--- src/rtl/diag_bus_arbiter.sv ---
// Memory-bus arbiter between a 6502 CPU and the diagnostics block.
// Stalls the CPU via RDY, grants the bus, and stretches diag writes.
module diag_bus_arbiter #(
  parameter int HALT_SETTLE_CYCLES = 2,
  parameter int WE_PULSE_CLKS      = 3
) (
  input  logic        fpga_clk,
  input  logic        fpga_reset,
  input  logic        halt_req,
  input  logic        diag_cs,
  input  logic        diag_we,
  input  logic [15:0] diag_address,
  input  logic [7:0]  diag_wdata,
  output logic [7:0]  diag_rdata,
  input  logic        cpu_phi2,
  input  logic        cpu_rw,
  input  logic [15:0] cpu_address,
  input  logic [7:0]  cpu_wdata,
  output logic        cpu_rdy,
  output logic [15:0] mem_address,
  output logic [7:0]  mem_wdata,
  input  logic [7:0]  mem_rdata,
  output logic        mem_we,
  output logic        mem_oe,
  output logic        bus_owned,
  output logic [7:0]  dropped_writes
);

  typedef enum logic [2:0] {
    CPU_OWN,
    HALT_WAIT,
    HALT_SETTLE,
    DIAG_OWN,
    WRITE_PULSE,
    RELEASE
  } state_t;

  localparam logic [7:0] SETTLE_LAST = 8'(HALT_SETTLE_CYCLES);
  localparam logic [3:0] PULSE_LAST  = 4'(WE_PULSE_CLKS - 1);

  state_t      state;
  logic [2:0]  phi2_sync;
  logic [1:0]  rw_sync;
  logic        diag_we_d;
  logic [7:0]  settle_cnt;
  logic [3:0]  pulse_cnt;
  logic        rel_pend;
  logic [15:0] wr_addr;
  logic [7:0]  wr_data;

  logic phi2_fall;
  logic rw_s;
  logic we_edge;

  assign phi2_fall = ~phi2_sync[1] & phi2_sync[2];
  assign rw_s      = rw_sync[1];
  assign we_edge   = diag_we & ~diag_we_d;

  always_comb begin
    mem_address = cpu_address;
    mem_wdata   = cpu_wdata;
    mem_we      = cpu_phi2 & ~cpu_rw;
    mem_oe      = cpu_rw;
    if (bus_owned) begin
      if (state == WRITE_PULSE) begin
        mem_address = wr_addr;
        mem_wdata   = wr_data;
        mem_we      = 1'b1;
        mem_oe      = 1'b0;
      end else begin
        mem_address = diag_address;
        mem_wdata   = diag_wdata;
        mem_we      = 1'b0;
        mem_oe      = diag_cs;
      end
    end
  end

  always_ff @(posedge fpga_clk) begin
    if (!fpga_reset) begin
      state          <= CPU_OWN;
      phi2_sync      <= '0;
      rw_sync        <= '0;
      diag_we_d      <= 1'b0;
      settle_cnt     <= '0;
      pulse_cnt      <= '0;
      rel_pend       <= 1'b0;
      wr_addr        <= '0;
      wr_data        <= '0;
      cpu_rdy        <= 1'b1;
      bus_owned      <= 1'b0;
      diag_rdata     <= '0;
      dropped_writes <= '0;
    end else begin
      phi2_sync <= {phi2_sync[1:0], cpu_phi2};
      rw_sync   <= {rw_sync[0], cpu_rw};
      diag_we_d <= diag_we;

      if (we_edge && state != DIAG_OWN && dropped_writes != 8'hFF)
        dropped_writes <= dropped_writes + 8'd1;

      if (state == DIAG_OWN)
        diag_rdata <= mem_rdata;

      unique case (state)
        CPU_OWN: begin
          cpu_rdy <= 1'b1;
          if (halt_req) begin
            state   <= HALT_WAIT;
            cpu_rdy <= 1'b0;
          end
        end
        HALT_WAIT: begin
          // the 6502 only stalls on a read cycle
          if (!halt_req) begin
            state <= RELEASE;
          end else if (phi2_fall && rw_s) begin
            settle_cnt <= '0;
            state      <= HALT_SETTLE;
          end
        end
        HALT_SETTLE: begin
          if (!halt_req) begin
            state <= RELEASE;
          end else if (phi2_fall) begin
            if (settle_cnt + 8'd1 >= SETTLE_LAST) begin
              state     <= DIAG_OWN;
              bus_owned <= 1'b1;
            end else begin
              settle_cnt <= settle_cnt + 8'd1;
            end
          end
        end
        DIAG_OWN: begin
          if (we_edge && diag_cs) begin
            wr_addr   <= diag_address;
            wr_data   <= diag_wdata;
            pulse_cnt <= '0;
            rel_pend  <= ~halt_req;
            state     <= WRITE_PULSE;
          end else if (!halt_req) begin
            state     <= RELEASE;
            bus_owned <= 1'b0;
          end
        end
        WRITE_PULSE: begin
          if (!halt_req)
            rel_pend <= 1'b1;
          if (pulse_cnt == PULSE_LAST) begin
            if (rel_pend || !halt_req) begin
              state     <= RELEASE;
              bus_owned <= 1'b0;
            end else begin
              state <= DIAG_OWN;
            end
          end else begin
            pulse_cnt <= pulse_cnt + 4'd1;
          end
        end
        RELEASE: begin
          cpu_rdy <= 1'b1;
          state   <= CPU_OWN;
        end
        default: state <= CPU_OWN;
      endcase
    end
  end

endmodule

--- config.mk ---
export PLATFORM = sky130hd
export DESIGN_NAME = diag_bus_arbiter
export DESIGN_NICKNAME = d
export VERILOG_FILES = /design/src/rtl/diag_bus_arbiter.sv
export SDC_FILE = /design/constraint.sdc
export NUM_CORES = 1
export LEC_CHECK = 0
export ABC_CLOCK_PERIOD_IN_PS = 4400
export CORE_MARGIN = 5
export CORE_UTILIZATION = 50
export DETAILED_ROUTE_END_ITERATION = 8
export PLACE_DENSITY = 0.84
export SYNTH_ARGS = -nofsm -noshare
export SYNTH_HDL_FRONTEND = slang
export SYNTH_SLANG_ARGS = --single-unit
--- constraint.sdc ---
create_clock -name fpga_clk -period 4.4 [get_ports fpga_clk]
set_clock_uncertainty 0.15 [all_clocks]
set_input_delay 0.66 -clock fpga_clk [delete_from_list [all_inputs] [get_ports fpga_clk]]
set_output_delay 0.66 -clock fpga_clk [all_outputs]
set_load 0.01 [all_outputs]
# [Word level (Yosys, flattened, before mapping)]
# Index checks and enable logic that the tools add are counted.
[totals] ff_bits=64 in_bits=63 output_inout_bits=44
[classes] bitwise=7 mux=41 order_cmp=1 addsub=3 reduce_logical=17 n_eq_ne=26
[ops] op="$mux 8" count=7
[ops] op="$mux 16" count=2
[ops] op="$mux 3" count=10
[ops] op="$ne 2x2->1 const B" count=11
[ops] op="$add 8x1->8 const B" count=2
[ops] op="$pmux 8 s2" count=1
[ops] op="$pmux 3 s5" count=1
[ops] op="$mux 1" count=14
[ops] op="$reduce_and 6->1" count=2
[ops] op="$ne 3x3->1 const B" count=3
[ops] op="$ge 8x2->1 const B" count=1
[ops] op="$mux 4" count=2
[ops] op="$ne 8x8->1 const B" count=1
[ops] op="$pmux 4 s2" count=1
[ops] op="$reduce_and 8->1" count=1
[ops] op="$eq 3x2->1 const B" count=2
[ops] op="$eq 3x3->1 const B" count=2
[ops] op="$ne 2x1->1 const B" count=3
[ops] op="$ne 3x2->1 const B" count=2
[ops] op="$reduce_and 3->1" count=2
[ops] op="$reduce_bool 2->1" count=3
[ops] op="$add 4x1->4 const B" count=1
[ops] op="$eq 4x2->1 const B" count=1
[ops] op="$logic_and 1x1->1" count=4
[ops] op="other kinds (10)" count=16

# [Longest topological paths before layout]
[logic_depth] ltp_word=6 ltp_mapped=7 mapped_depth_nobuf=7

# [Worst setup path after synthesis]
# OpenSTA, ideal clock, no wires.
[synth_timing] path_type="reg2out" from="register state[0]" to="output mem_address[10]" path_buffers=2 arrival_time_ns=1.491 stages_incl_launch_ff=6 path_slack_ns=2.099 path_cell_list="dfxtp_1 nor3b_1 clkbuf_1 buf_2 nand2_1 a31oi_1"
[synth_between] elab_chain_cells=3
[synth_rtl] element="start: declaration" line="41" source="state_t state;"
[synth_rtl] element="start signal: assignment" line="81" source="state <= CPU_OWN;"
[synth_rtl] element="start signal: assignment" line="109" source="state <= HALT_WAIT;"
[synth_rtl] element="start signal: assignment" line="116" source="state <= RELEASE;"
[synth_rtl] element="$eq 3x3->1" line="65" source="if (state == WRITE_PULSE) begin"
[synth_rtl] element="$mux 16" line="65"
[synth_rtl] element="$mux 16" line="64" source="if (bus_owned) begin"
[synth_rtl] element="end: declaration" line="20" source="output logic [15:0] mem_address,"
# Every way passes these cells.

# [Worst setup path after layout]
[layout_timing] from="register state[0]" to="output mem_address[0]"
# The elaborated chain is that of the path after synthesis.

==> results.cfg <==
[detailed_routing]
drc = 0
wl_per_cell_um = 14.8
ant_nets = 0
wl_mm = 8.94
drt_iter0_drc = 128
vias = 3282
dr.pass1.iters = 4
vias_per_cell = 5.45

[clocking]
clock_path_buffers = 2
postCtsHoldBufs = 0
clk_pin_slew_worst_paths_ns = 0.06
cts_tree = built
cts_root_buffer = clkbuf_8
cts_sinks = 64
post-cts-setup-buffers = 0
cts_resized = 0
cts_made_buffers = 9
clk_latency_ns = 0.33
htree_levels = 3

[final_layout]
antennaDiodeCount = 0
fin_area_sq_um = 4550
layout-drive-gt1-share = 0.0514
area_delta_synth_final_pct = 37.7
seq_area_sq_um = 1280
num-nets-final = 589
multi_input_area_sq_um = 1860
fill_cells = 504

[yosys]
syn_nets = 499
synth-seq-cells = 64
synth_edf_count = 0
yosysSeqAreaShare = 0.388
synth.avg_cell_area_sq_um = 7.66
netlist-cell-type-count = 53
yosysWarnings = 0
synth_ff_type = dfxtp_1
syn_inst = 431
synthArstFlopShare = 0
syn_area_sq_um = 3300

[timing]
fin_setup_tns_ns = 0
worst_slew_pin_slew_ns = 0.985
hold_viol_final = 0
setup_viol = 0
period_share = 0.809
drv_slew = 0
fmax_mhz = 281
slew-limit-headroom = 0.343
rsz0062_at_grt = no
finalCriticalPeriod_ns = 3.56

[setup_path]
r2r-start = state[0]
path_max_fanout = 26
start_kind = flip-flop
crit_path_end_kind = primary output
crit_start = state[0]
path_class = flip-flop to primary output
cp.required_ns = 3.59
r2r_cells = 4
rrSetupSlack_ns = 1.86
arrival_ns = 2.75

[floorplanning]
core_sq_um = 6390
ioPinCount = 107
fp.dieW_um = 91.3
fp-row-count = 29
chipHeight_um = 91.3
dieArea_sq_um = 8330
start_util = 0.517

[worst_hold_path]
holdPathStages = 1
hp-start = rw_sync[0]
hold_path.class = flip-flop to flip-flop

[placed_design]
gp_congestion = 0.824
placed_cell_area_sq_um = 4340
numPortBuffers = 106
dp.final_hpwl_mm = 6.26

[power_and_ir_drop]
seqPwrFrac = 0.371
p_int_mw = 1.32
swShare = 0.337
p_per_area_nw_per_um2 = 437
vdd_drop_max_mv = 0.295
combPwrFrac = 0.368
clkPwrFrac = 0.261
p_switching_mw = 0.670
power_leakage_nw = 1.72

[grt]
antenna_found_initial = 0
overflow = 0
grt_pass1_wl_mm = 14.4
grt.total_usage = 0.208
grt_pass1_vias = 3201
grt_max_degree = 68

[run]
cap_violations = 0

[outcome]
status = finished, final reports clean
kinds of logic (layout without fill, tap and decap cells):
kind of cell,Yosys count,count (layout),share of synthesized area
simple gates,220,220,0.304
fa+ha+maj,6,6,0.0220
mux,2,2,0.00606
buf+inv,36,130,0.0496
xor+xnor,7,7,0.0186
compound gates,96,96,0.212
flops,64,64,0.388
power groups by stage:
stage | registers [mW] | logic, mW | clock network [mW]
finish | 0.737 | 0.732 | 0.518
floorplan | 0.666 | 0.469 | 0
global route | 0.751 | 0.791 | 0.555
CTS | 0.734 | 0.735 | 0.524
global placement | 0.744 | 0.717 | 0
detailed placement | 0.748 | 0.726 | 0
stage by stage:
stage / setup WS (ns) / cells / power [mW] / hold WS (ns) / util
floorplan: 2.10 / 431 / 1.14 / 0.262 / -
global placement: 1.27 / 587 / 1.46 / 0.264 / 0.680
detailed placement: 1.23 / 587 / 1.47 / 0.278 / 0.680
CTS: 0.833 / 602 / 1.99 / 0.293 / 0.712
global route: 0.597 / 602 / 2.10 / 0.305 / 0.712
finish: 0.843 / 602 / 1.99 / 0.291 / 0.712
final timing paths:
| kind | endpoint |
|---|---|
| setup / recovery | mem_address[0] |
| hold / removal | rw_sync[1] |
| setup reg to reg | wr_addr[13] |
| hold reg to reg | rw_sync[1] |
registers in the layout (all words and copies together), names as in the netlist, 2 cells and up:
register / cells
wr_addr: 16
diag_rdata: 8
dropped_writes: 8
settle_cnt: 8
wr_data: 8
pulse_cnt: 4
phi2_sync: 3
state: 3
rw_sync: 2
critical path, cell delays in order (launching register included):
cell and delay (ns):
dfxtp_1 0.65, nor2_1 0.12, nand2_1 0.70, nand2_1 0.14, a31oi_1 0.21, clkdlybuf4s50_1 0.60
cell usage after synthesis (4+ instances only):
cell type,instances,area share
a21boi_0,34,0.077
a21oi_1,5,0.0076
a31oi_1,25,0.047
and2_1,16,0.030
and3_1,8,0.015
buf_2,4,0.0061
clkbuf_1,20,0.023
dfxtp_1,64,0.39
ha_1,5,0.019
inv_1,6,0.0068
nand2_1,126,0.14
nand2b_1,4,0.0076
nand3_1,7,0.011
nand4_1,5,0.0095
nor2_1,32,0.036
o21ai_0,10,0.015
xnor2_1,4,0.011
routing by layer:
metal  vias up  part of all wire  GRT usage
li1       1649                 -          -
met1      1521              0.41      0.240
met2       104              0.50      0.358
met3         8             0.084     0.0884
met4         0            0.0056     0.0489
met5         -                 0          0
layout by cell type (no fill, tap or decap), types with 6 or more instances in the layout:
cell type        count
clkbuf_8            12
and3_1               8
a31oi_1             25
nor2_1              32
and2_1              16
nand2_1            126
clkdlybuf4s50_1    105
o21ai_0             10
dfxtp_1             63
nand3_1              7
inv_1                6
a21boi_0            34
area by class of cell:
class                           instances  share of cell area
Clock buffer                           12              0.0363
Clock inverter                          3             0.00881
Inverter                                6             0.00495
Multi-Input combinational cell        331               0.409
Sequential cell                        64               0.282
Tap cell                               77              0.0212
Timing Repair Buffer                  109               0.237
Power figures use the tool's default switching activity.
